$ cat src/rtl/pixel_compositor.sv
// Per-pixel layer compositor: priority colour select, blanking,
// per-frame collision report and frame-counted blink.
module pixel_compositor #(
  parameter int NUM_LAYERS = 4,
  parameter int RED_W = 3,
  parameter int GRN_W = 3,
  parameter int BLU_W = 2,
  parameter int COLOR_W = RED_W + GRN_W + BLU_W,
  parameter logic [NUM_LAYERS-1:0] COLL_MASK = NUM_LAYERS'(4'b0011),
  parameter int BLINK_FRAMES = 30
) (
  input  logic clk,
  input  logic rst,
  input  logic [NUM_LAYERS-1:0] layer_hit,
  input  logic [NUM_LAYERS*COLOR_W-1:0] layer_color,
  input  logic [NUM_LAYERS-1:0] blink_en,
  input  logic [COLOR_W-1:0] bg_color,
  input  logic [COLOR_W-1:0] idle_color,
  input  logic game,
  input  logic rgbactive,
  input  logic frame_start,
  output logic [RED_W-1:0] red,
  output logic [GRN_W-1:0] grn,
  output logic [BLU_W-1:0] blu,
  output logic collision,
  output logic blink_phase
);

  localparam int FCW = (BLINK_FRAMES > 1) ? $clog2(BLINK_FRAMES) : 1;
  localparam int PCW = $clog2(NUM_LAYERS + 1) + 1;
  localparam logic [FCW-1:0] FC_LAST = FCW'(BLINK_FRAMES - 1);

  logic [NUM_LAYERS-1:0] vis;
  logic [COLOR_W-1:0] sel;
  logic [COLOR_W-1:0] nxt;
  logic [COLOR_W-1:0] rgb_q;
  logic [PCW-1:0] pc;
  logic hit_now;
  logic coll_live;
  logic [FCW-1:0] frame_cnt;

  assign vis = layer_hit & ~(blink_en & {NUM_LAYERS{blink_phase}});

  // Walk from lowest priority up so the lowest visible index wins.
  always_comb begin
    sel = bg_color;
    for (int i = NUM_LAYERS - 1; i >= 0; i--) begin
      if (vis[i]) sel = layer_color[i*COLOR_W +: COLOR_W];
    end
  end

  always_comb begin
    nxt = '0;
    if (!rgbactive) nxt = '0;
    else if (!game) nxt = idle_color;
    else nxt = sel;
  end

  always_comb begin
    pc = '0;
    for (int i = 0; i < NUM_LAYERS; i++) begin
      pc = pc + PCW'(layer_hit[i] & COLL_MASK[i]);
    end
  end

  assign hit_now = rgbactive & game & (pc >= PCW'(2));

  always_ff @(posedge clk or posedge rst) begin
    if (rst) begin
      rgb_q <= '0;
    end else begin
      rgb_q <= nxt;
    end
  end

  // A hit on the frame_start cycle belongs to the frame just ended.
  always_ff @(posedge clk or posedge rst) begin
    if (rst) begin
      coll_live <= 1'b0;
      collision <= 1'b0;
    end else if (frame_start) begin
      collision <= coll_live | hit_now;
      coll_live <= 1'b0;
    end else begin
      coll_live <= coll_live | hit_now;
    end
  end

  always_ff @(posedge clk or posedge rst) begin
    if (rst) begin
      frame_cnt <= '0;
      blink_phase <= 1'b0;
    end else if (frame_start) begin
      if (frame_cnt == FC_LAST) begin
        frame_cnt <= '0;
        blink_phase <= ~blink_phase;
      end else begin
        frame_cnt <= frame_cnt + 1'b1;
      end
    end
  end

  assign red = rgb_q[COLOR_W-1 -: RED_W];
  assign grn = rgb_q[BLU_W +: GRN_W];
  assign blu = rgb_q[BLU_W-1:0];

endmodule

$ cat config.mk
export PLATFORM = sky130hd
export DESIGN_NAME = pixel_compositor
export DESIGN_NICKNAME = d
export VERILOG_FILES = /design/src/rtl/pixel_compositor.sv
export SDC_FILE = /design/constraint.sdc
export NUM_CORES = 1
export LEC_CHECK = 0
export ABC_AREA = 1
export CAP_MARGIN = 30
export CELL_PAD_IN_SITES_DETAIL_PLACEMENT = 0
export CELL_PAD_IN_SITES_GLOBAL_PLACEMENT = 1
export CORE_MARGIN = 2
export CORE_UTILIZATION = 26
export DETAILED_ROUTE_END_ITERATION = 10
export GPL_TIMING_DRIVEN = 0
export HOLD_SLACK_MARGIN = 0.1
export PLACE_DENSITY = 0.88
export REMOVE_ABC_BUFFERS = 1
export SKIP_CTS_REPAIR_TIMING = 1
export SYNTH_ARGS = -nofsm -noshare
export SYNTH_HDL_FRONTEND = slang
export SYNTH_SLANG_ARGS = --single-unit
$ cat constraint.sdc
create_clock -name clk -period 1.31 [get_ports clk]
set_input_delay 0.262 -clock clk [delete_from_list [all_inputs] [get_ports clk]]
set_output_delay 0.262 -clock clk [all_outputs]
set_load 0.02 [all_outputs]
==> metrics.log, run 1 <==
INFO  metric outcome = finished with violations
INFO  metric violated_checks = negative setup slack
INFO  metric post_route_cells_drive_above_1_share = 24.1%
INFO  metric internal-power = 1.50 mW
INFO  metric power.share.clock = 17.3%
INFO  metric min_period_over_period = 103%
INFO  metric yosys_most_used_dff = sky130_fd_sc_hd__dfrtp_1
INFO  metric nFillCells = 485
INFO  metric yosysTopAreaCellShare = 30.6%
INFO  metric yosys_warnings = 0
INFO  metric finalWorstPathRequiredPeriod = 1350 ps
INFO  metric setup_slack = -35.2 ps
INFO  metric dieWidth = 74.9 um
INFO  metric grt_pass1_wl = 5910 um
INFO  metric critical-path-top-delay-family = simple AND/OR/NAND/NOR gates
INFO  metric clock-sinks = 16
INFO  metric die_area = 5610 sq um
INFO  metric post_synth_num_cell_types = 24
INFO  metric pin_count_of_the_biggest_net_entering_global_routing = 18
INFO  metric post_route_non_filler_standard_cell_count = 333
INFO  metric switching_share = 40.3%
INFO  metric tightest_slew = 604 ps
INFO  metric dr_vias_cell = 4.32
INFO  metric post_synth_instance_area = 1310 sq um
INFO  metric first_global_vias = 1346
INFO  metric yosys-top-cells-area = sky130_fd_sc_hd__dfrtp_1, sky130_fd_sc_hd__nand3_1, sky130_fd_sc_hd__nand2_1
INFO  metric num-nets-final = 330
INFO  metric unrepaired_setup_endpoints_after_global_routing = true
INFO  metric number_of_flops_mapped_to_enable_cells_by_yosys = 0
INFO  metric worst_slew_margin_rel = 59.7%
INFO  metric crit_slowest_cell = sky130_fd_sc_hd__dfrtp_2
INFO  metric route.final.wire_length = 3990 um
INFO  metric leakage_power_of_the_design = 1.31 nW
INFO  metric detailedRoute.firstIterationViolations = 72
INFO  metric finalClockSkew = 2.69 ps
INFO  metric clock_tree_from_tritoncts = done
INFO  metric grt_antenna_before_repair = 0
INFO  metric end_kind = flop
INFO  metric pwr_density_cell = 1070 nW/um^2
INFO  metric timing.final.setup_violations = 3
INFO  metric worst_ir_drop_vdd = 0.398 mV
INFO  metric synthesis.area_per_instance = 6.74 sq um
INFO  metric drv_cap = 0
INFO  metric dr_total_vias = 1439
INFO  metric hold_violations_final = 0
INFO  metric number_of_storage_elements_in_the_synthesis_netlist = 16
INFO  metric total_routing_resource_utilization_after_global_routing = 13.8%
INFO  metric share_comb_of_total_power = 52.4%
INFO  metric avgRoutedWirePerCell = 12.0 um
INFO  metric clk_transition_reported_paths = 60 ps
INFO  metric required_arrival_time_at_the_worst_endpoint = 1490 ps
INFO  metric final_antenna_net_count = 0
INFO  metric antenna_cells = 0
INFO  metric max-clock-path-buffers = 2
INFO  metric chipHeight = 74.9 um
INFO  metric timing.critical_path.fanout_max = 8
INFO  metric gp_routability_congestion = 0.798
INFO  metric drt_pre_antenna_iters = 4
INFO  metric worst-setup-path-type = reg -> reg
INFO  metric fp-row-count = 25
INFO  metric drc = 0
INFO  metric cp_slowest_stage_delay = 520 ps
INFO  metric globalRoute.totalOverflow = 0
INFO  metric initial_utilization = 27.3%
INFO  metric ctsRootBufferMaster = sky130_fd_sc_hd__clkbuf_8
INFO  metric p_seq_share = 30.3%
INFO  metric syn_to_final_growth = 80.2%
INFO  metric asyncSetResetFlopFracSynth = 100%
INFO  metric worstSkewPairLatency = 250 ps
INFO  metric crit_path_cell_trace = nand2_4 -> nand2_8 -> nand2_2 -> nand3_2 -> nand2_1 -> nand2_1 -> a21oi_2
INFO  metric switchingPower = 1.01 mW
INFO  metric tns = -81.8 ps
INFO  metric worstSetupStartpointType = flop
INFO  metric yosysSeqAreaShare = 30.6%
INFO  metric fmax = 0.743 GHz
INFO  metric synth_top_area_cell = sky130_fd_sc_hd__dfrtp_1
INFO  metric boundaryPins = 71
INFO  metric placeableCoreArea = 4790 sq um
INFO  metric syn_inst = 194
INFO  metric post-synth-top-count-cell = sky130_fd_sc_hd__nand2_1
INFO  metric hpwl = 2860 um
INFO  metric crit_arrival = 1520 ps
INFO  metric port_buffers = 70
INFO  metric cp_num_buf_inv = 0
INFO  metric worst_hold_path_type = in -> async
INFO  metric htreeDepth = 1
INFO  metric synth.cells.most_frequent = sky130_fd_sc_hd__nand2_1, sky130_fd_sc_hd__inv_1, sky130_fd_sc_hd__nand3_1
INFO  metric timing.final.max_slew_violations = 0
INFO  metric path_common_cell = sky130_fd_sc_hd__nand2_1
INFO  metric cts_inserted_buffers = 3
INFO  metric dp_slack = -328 ps
INFO  metric post-place-cells = 323
[power groups by stage]
stage               combinational [mW]  sequential, mW  clock [mW]
floorplan                        0.565           0.782           0
global placement                  1.02           0.754           0
detailed placement                1.03           0.756           0
CTS                               1.04           0.747       0.449
global route                      1.47           0.780       0.476
finish                            1.32           0.763       0.436
[cell usage in the layout, fill, tap and decap left out, types with 8 or more instances in the layout]
master / count
sky130_fd_sc_hd__nand2_2: 15
sky130_fd_sc_hd__nand2_4: 9
sky130_fd_sc_hd__o21ai_0: 9
sky130_fd_sc_hd__o21ai_2: 8
sky130_fd_sc_hd__nand3_2: 10
sky130_fd_sc_hd__dlymetal6s2s_1: 16
sky130_fd_sc_hd__inv_1: 38
sky130_fd_sc_hd__nand3_1: 22
sky130_fd_sc_hd__dfrtp_1: 15
sky130_fd_sc_hd__nand2_1: 27
sky130_fd_sc_hd__clkdlybuf4s50_1: 54
[per-layer routing]
| metal | global-route usage, % | routed length (um) | vias up |
|---|---|---|---|
| met2 | 23.5 | 1960 | 43 |
| met3 | 3.48 | 234 | 2 |
| met1 | 17.7 | 1770 | 642 |
| met4 | 2.58 | 21 | 0 |
| li1 | - | - | 752 |
| met5 | 0 | 0 | - |
[registers in the layout, summed over array words and instances (netlist names)]
name,flops
collision,1
blink_phase,1
frame_cnt,5
rgb_q,8
coll_live,1
[layout make-up]
cell class | instances | area, sq um | share of cell area, %
clock buffer | 4 | 55.1 | 2.34
inverter | 43 | 161 | 6.85
multi-input combinational | 129 | 872 | 37.0
sequential | 16 | 402 | 17.0
tap | 67 | 83.8 | 3.56
timing repair buffer | 74 | 782 | 33.2
[through the flow]
step / instance area, sq um / power [mW] / utilization [%] / hold slack, ps
6_report: 2360 / 2.52 / 49.2 / 383
3_3_place_gp: 2040 / 1.78 / 42.6 / 466
2_1_floorplan: 1250 / 1.35 / - / 176
4_1_cts: 2090 / 2.23 / 43.7 / 415
5_1_grt: 2360 / 2.73 / 49.2 / 459
3_5_place_dp: 2040 / 1.79 / 42.6 / 486
[worst paths after layout]
kind                                end  depth (start not counted)  slack [ps]         from
max                            rgb_q[4]                          7         -40  blink_phase
min                        frame_cnt[3]                          2         380          rst
max reg2reg                    rgb_q[4]                          7         -40  blink_phase
min reg2reg                   coll_live                          2         500    coll_live
max in group asynchronous   blink_phase                          2         500          rst
min in group clk              coll_live                          2         500    coll_live
[cells by family (layout without fill, tap and decap cells)]
kind of cell               Yosys count  after routing  share of synthesized area (%)
adders and majority gates            2              2                           1.91
and+or+nand+nor                     92             94                           33.9
xor gates and xnor gates             4              4                           2.68
DFF                                 16             16                           30.6
buffers and inverters               51            121                           16.6
AOI/OAI and AO/OA                   29             29                           14.4
(Power assumes the default switching activity.)
==> run 2: changes to the inputs <==
--- a/config.mk
+++ b/config.mk
@@ -14,7 +14,7 @@
 export DETAILED_ROUTE_END_ITERATION = 10
 export GPL_TIMING_DRIVEN = 0
 export HOLD_SLACK_MARGIN = 0.1
-export PLACE_DENSITY = 0.88
+export PLACE_DENSITY_LB_ADDON = 0.1
 export REMOVE_ABC_BUFFERS = 1
 export SKIP_CTS_REPAIR_TIMING = 1
 export SYNTH_ARGS = -nofsm -noshare
==> run 2 against run 1 <==
Effect of this change:
- the flow now finishes without violations
- clock skew down 0.99 ps
- core utilization fell by 0.31 points
- die area did not move
- sequential cell count unchanged
- register-to-register slack improved by 80 ps
- combinational power about the same
- clock power up 6.2%
- clock-buffer cell count unchanged
- final area shrank 0.64%
- non-clock buffer count stayed put
- critical path depth decreased by 6
- first-iteration DRC count fell by 33%
- critical endpoint is now blink_phase
==> metrics.log, run 2 (synthesized netlist as in run 1, its figures left out) <==
INFO  metric pin_count_of_the_biggest_net_entering_global_routing = 18 (unchanged)
INFO  metric total_power = 2.52 mW (about the same)
INFO  metric gp_routability_congestion = 0.769 (was 0.798)
INFO  metric antenna_cells = 0 (unchanged)
INFO  metric fmax = 0.779 GHz (was 0.743 GHz)
INFO  metric outcome = complete, no violations (was finished with violations)
INFO  metric layout.cell_area.non_filler = 2340 sq um (was 2360 sq um)
INFO  metric hold_violations_final = 0 (unchanged)
INFO  metric detailedRoute.firstIterationViolations = 48 (was 72)
INFO  metric finalWorstPathRequiredPeriod = 1280 ps (was 1350 ps)
INFO  metric placement.cell_area = 2040 sq um (unchanged)
INFO  metric required_arrival_time_at_the_worst_endpoint = 1050 ps (was 1490 ps)
INFO  metric syn_to_final_growth = 79.0% (was 80.2%)
INFO  metric clock-sinks = 16 (unchanged)
INFO  metric timing.final.setup_violations = 0 (was 3)
INFO  metric multi_input_comb_area = 856 sq um (was 872 sq um)
INFO  metric nFillCells = 507 (was 485)
INFO  metric globalRoute.totalOverflow = 0 (unchanged)
INFO  metric boundaryPins = 71 (unchanged)
INFO  metric clk_transition_reported_paths = 70 ps (was 60 ps)
INFO  metric drc = 0 (unchanged)
INFO  metric die_area = 5610 sq um (unchanged)
INFO  metric hpwl = 2930 um (was 2860 um)
INFO  metric max-clock-path-buffers = 2 (unchanged)
INFO  metric layout.cells.most_common = sky130_fd_sc_hd__clkdlybuf4s50_1 (unchanged)
INFO  metric worst_slew_margin_rel = 56.9% (was 59.7%)
INFO  metric dieWidth = 74.9 um (unchanged)
INFO  metric timing.final.max_slew_violations = 0 (unchanged)
INFO  metric htreeDepth = 1 (unchanged)
INFO  metric largest_register_ff_count = 8 (unchanged)
INFO  metric regArea = 402 sq um (unchanged)
INFO  metric crit_path_cell_trace = dlymetal6s2s_1 (was nand2_4 -> nand2_8 -> nand2_2 -> nand3_2 -> nand2_1 -> nand2_1 -> a21oi_2)
INFO  metric placeableCoreArea = 4790 sq um (unchanged)
INFO  metric mostFrequentLayoutCells = sky130_fd_sc_hd__clkdlybuf4s50_1, sky130_fd_sc_hd__inv_1, sky130_fd_sc_hd__nand2_1, sky130_fd_sc_hd__nand3_1 (was sky130_fd_sc_hd__clkdlybuf4s50_1, sky130_fd_sc_hd__inv_1, sky130_fd_sc_hd__nand2_1, sky130_fd_sc_hd__nand3_1, sky130_fd_sc_hd__dlymetal6s2s_1)
INFO  metric clock_tree_from_tritoncts = done (unchanged)
INFO  metric worst_ir_drop_vdd = 0.397 mV (was 0.398 mV)
INFO  metric worst_hold_path_type = in -> async (unchanged)
INFO  metric worstSetupStartpointType = flop (unchanged)
INFO  metric unrepaired_setup_endpoints_after_global_routing = true (unchanged)
INFO  metric final_antenna_net_count = 0 (unchanged)
INFO  metric most_flop_heavy_register = rgb_q (unchanged)
INFO  metric dr_total_vias = 1428 (was 1439)
INFO  metric initial_utilization = 27.3% (unchanged)
INFO  metric worstSkewPairLatency = 250 ps (about the same)
INFO  metric leakage_power_of_the_design = 1.29 nW (was 1.31 nW)
INFO  metric cts_inserted_buffers = 3 (unchanged)
INFO  metric avgRoutedWirePerCell = 11.8 um (was 12.0 um)
INFO  metric cp_slowest_stage_delay = 500 ps (was 520 ps)
INFO  metric drt_pre_antenna_iters = 4 (unchanged)
INFO  metric timing.critical_path.fanout_max = 6 (was 8)
INFO  metric first_global_vias = 1304 (was 1346)
INFO  metric drv_cap = 0 (unchanged)
INFO  metric grt_antenna_before_repair = 0 (unchanged)
INFO  metric pwr_density_cell = 1080 nW/um^2 (was 1070 nW/um^2)
INFO  metric dr_vias_cell = 4.30 (was 4.32)
INFO  metric layout_top_registers = rgb_q: 8 flops, frame_cnt: 5 flops (unchanged)
INFO  metric fp-row-count = 25 (unchanged)
INFO  metric grt_pass1_wl = 6000 um (was 5910 um)
INFO  metric worst-setup-path-type = reg -> out (was reg -> reg)
INFO  metric crit_slowest_cell = sky130_fd_sc_hd__dfrtp_2 (unchanged)
INFO  metric total_routing_resource_utilization_after_global_routing = 13.8% (about the same)
INFO  metric critical-path-top-delay-family = flip-flops (was simple AND/OR/NAND/NOR gates)
INFO  metric end_kind = output pin (was flop)
INFO  metric post_route_cells_drive_above_1_share = 22.3% (was 24.1%)
INFO  metric tightest_slew = 646 ps (was 604 ps)
INFO  metric ctsRootBufferMaster = sky130_fd_sc_hd__clkbuf_8 (unchanged)
INFO  metric num-nets-final = 329 (was 330)
INFO  metric port_buffers = 70 (unchanged)
INFO  metric crit_arrival = 1020 ps (was 1520 ps)
INFO  metric chipHeight = 74.9 um (unchanged)
INFO  metric finalClockSkew = 1.71 ps (was 2.69 ps)
INFO  metric route.final.wire_length = 3910 um (was 3990 um)
INFO  metric min_period_over_period = 98.0% (was 103%)
INFO  metric cp_num_buf_inv = 1 (was 0)
## run 2: changes by cell type in the layout (fill, tap and decap cells not counted), sizes merged
cell	previous run	this run
dlymetal6s2s	16	15
clkinv	2	1
inv	41	42
nand2	54	53
clkdlybuf4s50	54	55
## run 2: report_power, final
part | leakage, nW | switching (mW) | internal (mW)
registers | 0.200 | 0.132 | 0.611
clock network | 0.0288 | 0.196 | 0.267
logic | 1.06 | 0.694 | 0.623
total | 1.29 | 1.02 | 1.50
## run 2: final timing paths
path | from | end | slack [ps] | cells after the start
max | blink_phase | blink_phase | 30 | 1
min | rst | rgb_q[4] | 390 | 2
max reg2reg | blink_phase | rgb_q[4] | 40 | 7
min reg2reg | collision | collision | 480 | 2
max in group asynchronous | rst | blink_phase | 470 | 2
min in group clk | collision | collision | 480 | 2
## run 2: layout make-up
type                       instances  share of cell area, %
clock buffer                       4                   2.35
inverter                          43                   6.89
multi-input combinational        128                   36.6
sequential                        16                   17.2
tap                               67                   3.58
timing repair buffer              74                   33.5
## run 2: metal layers
layer | share of wire, % | wire [um] | track usage (%)
met5 | 0 | 0 | 0
met4 | 0.66 | 26 | 1.79
met3 | 4.5 | 175 | 2.81
met2 | 50 | 1970 | 23.5
met1 | 44 | 1740 | 18.5
## run 2: per-stage QoR
step	utilization [%]	hold slack (ps)	setup TNS, ps	instances	setup slack, ps
2_1_floorplan	-	176	-105	186	-13.5
3_3_place_gp	42.6	472	-3730	323	-331
3_5_place_dp	42.6	475	-3780	323	-337
6_report	48.9	387	0	332	26.4
4_1_cts	43.7	414	-3120	327	-514
5_1_grt	48.9	470	-258	332	-58.0
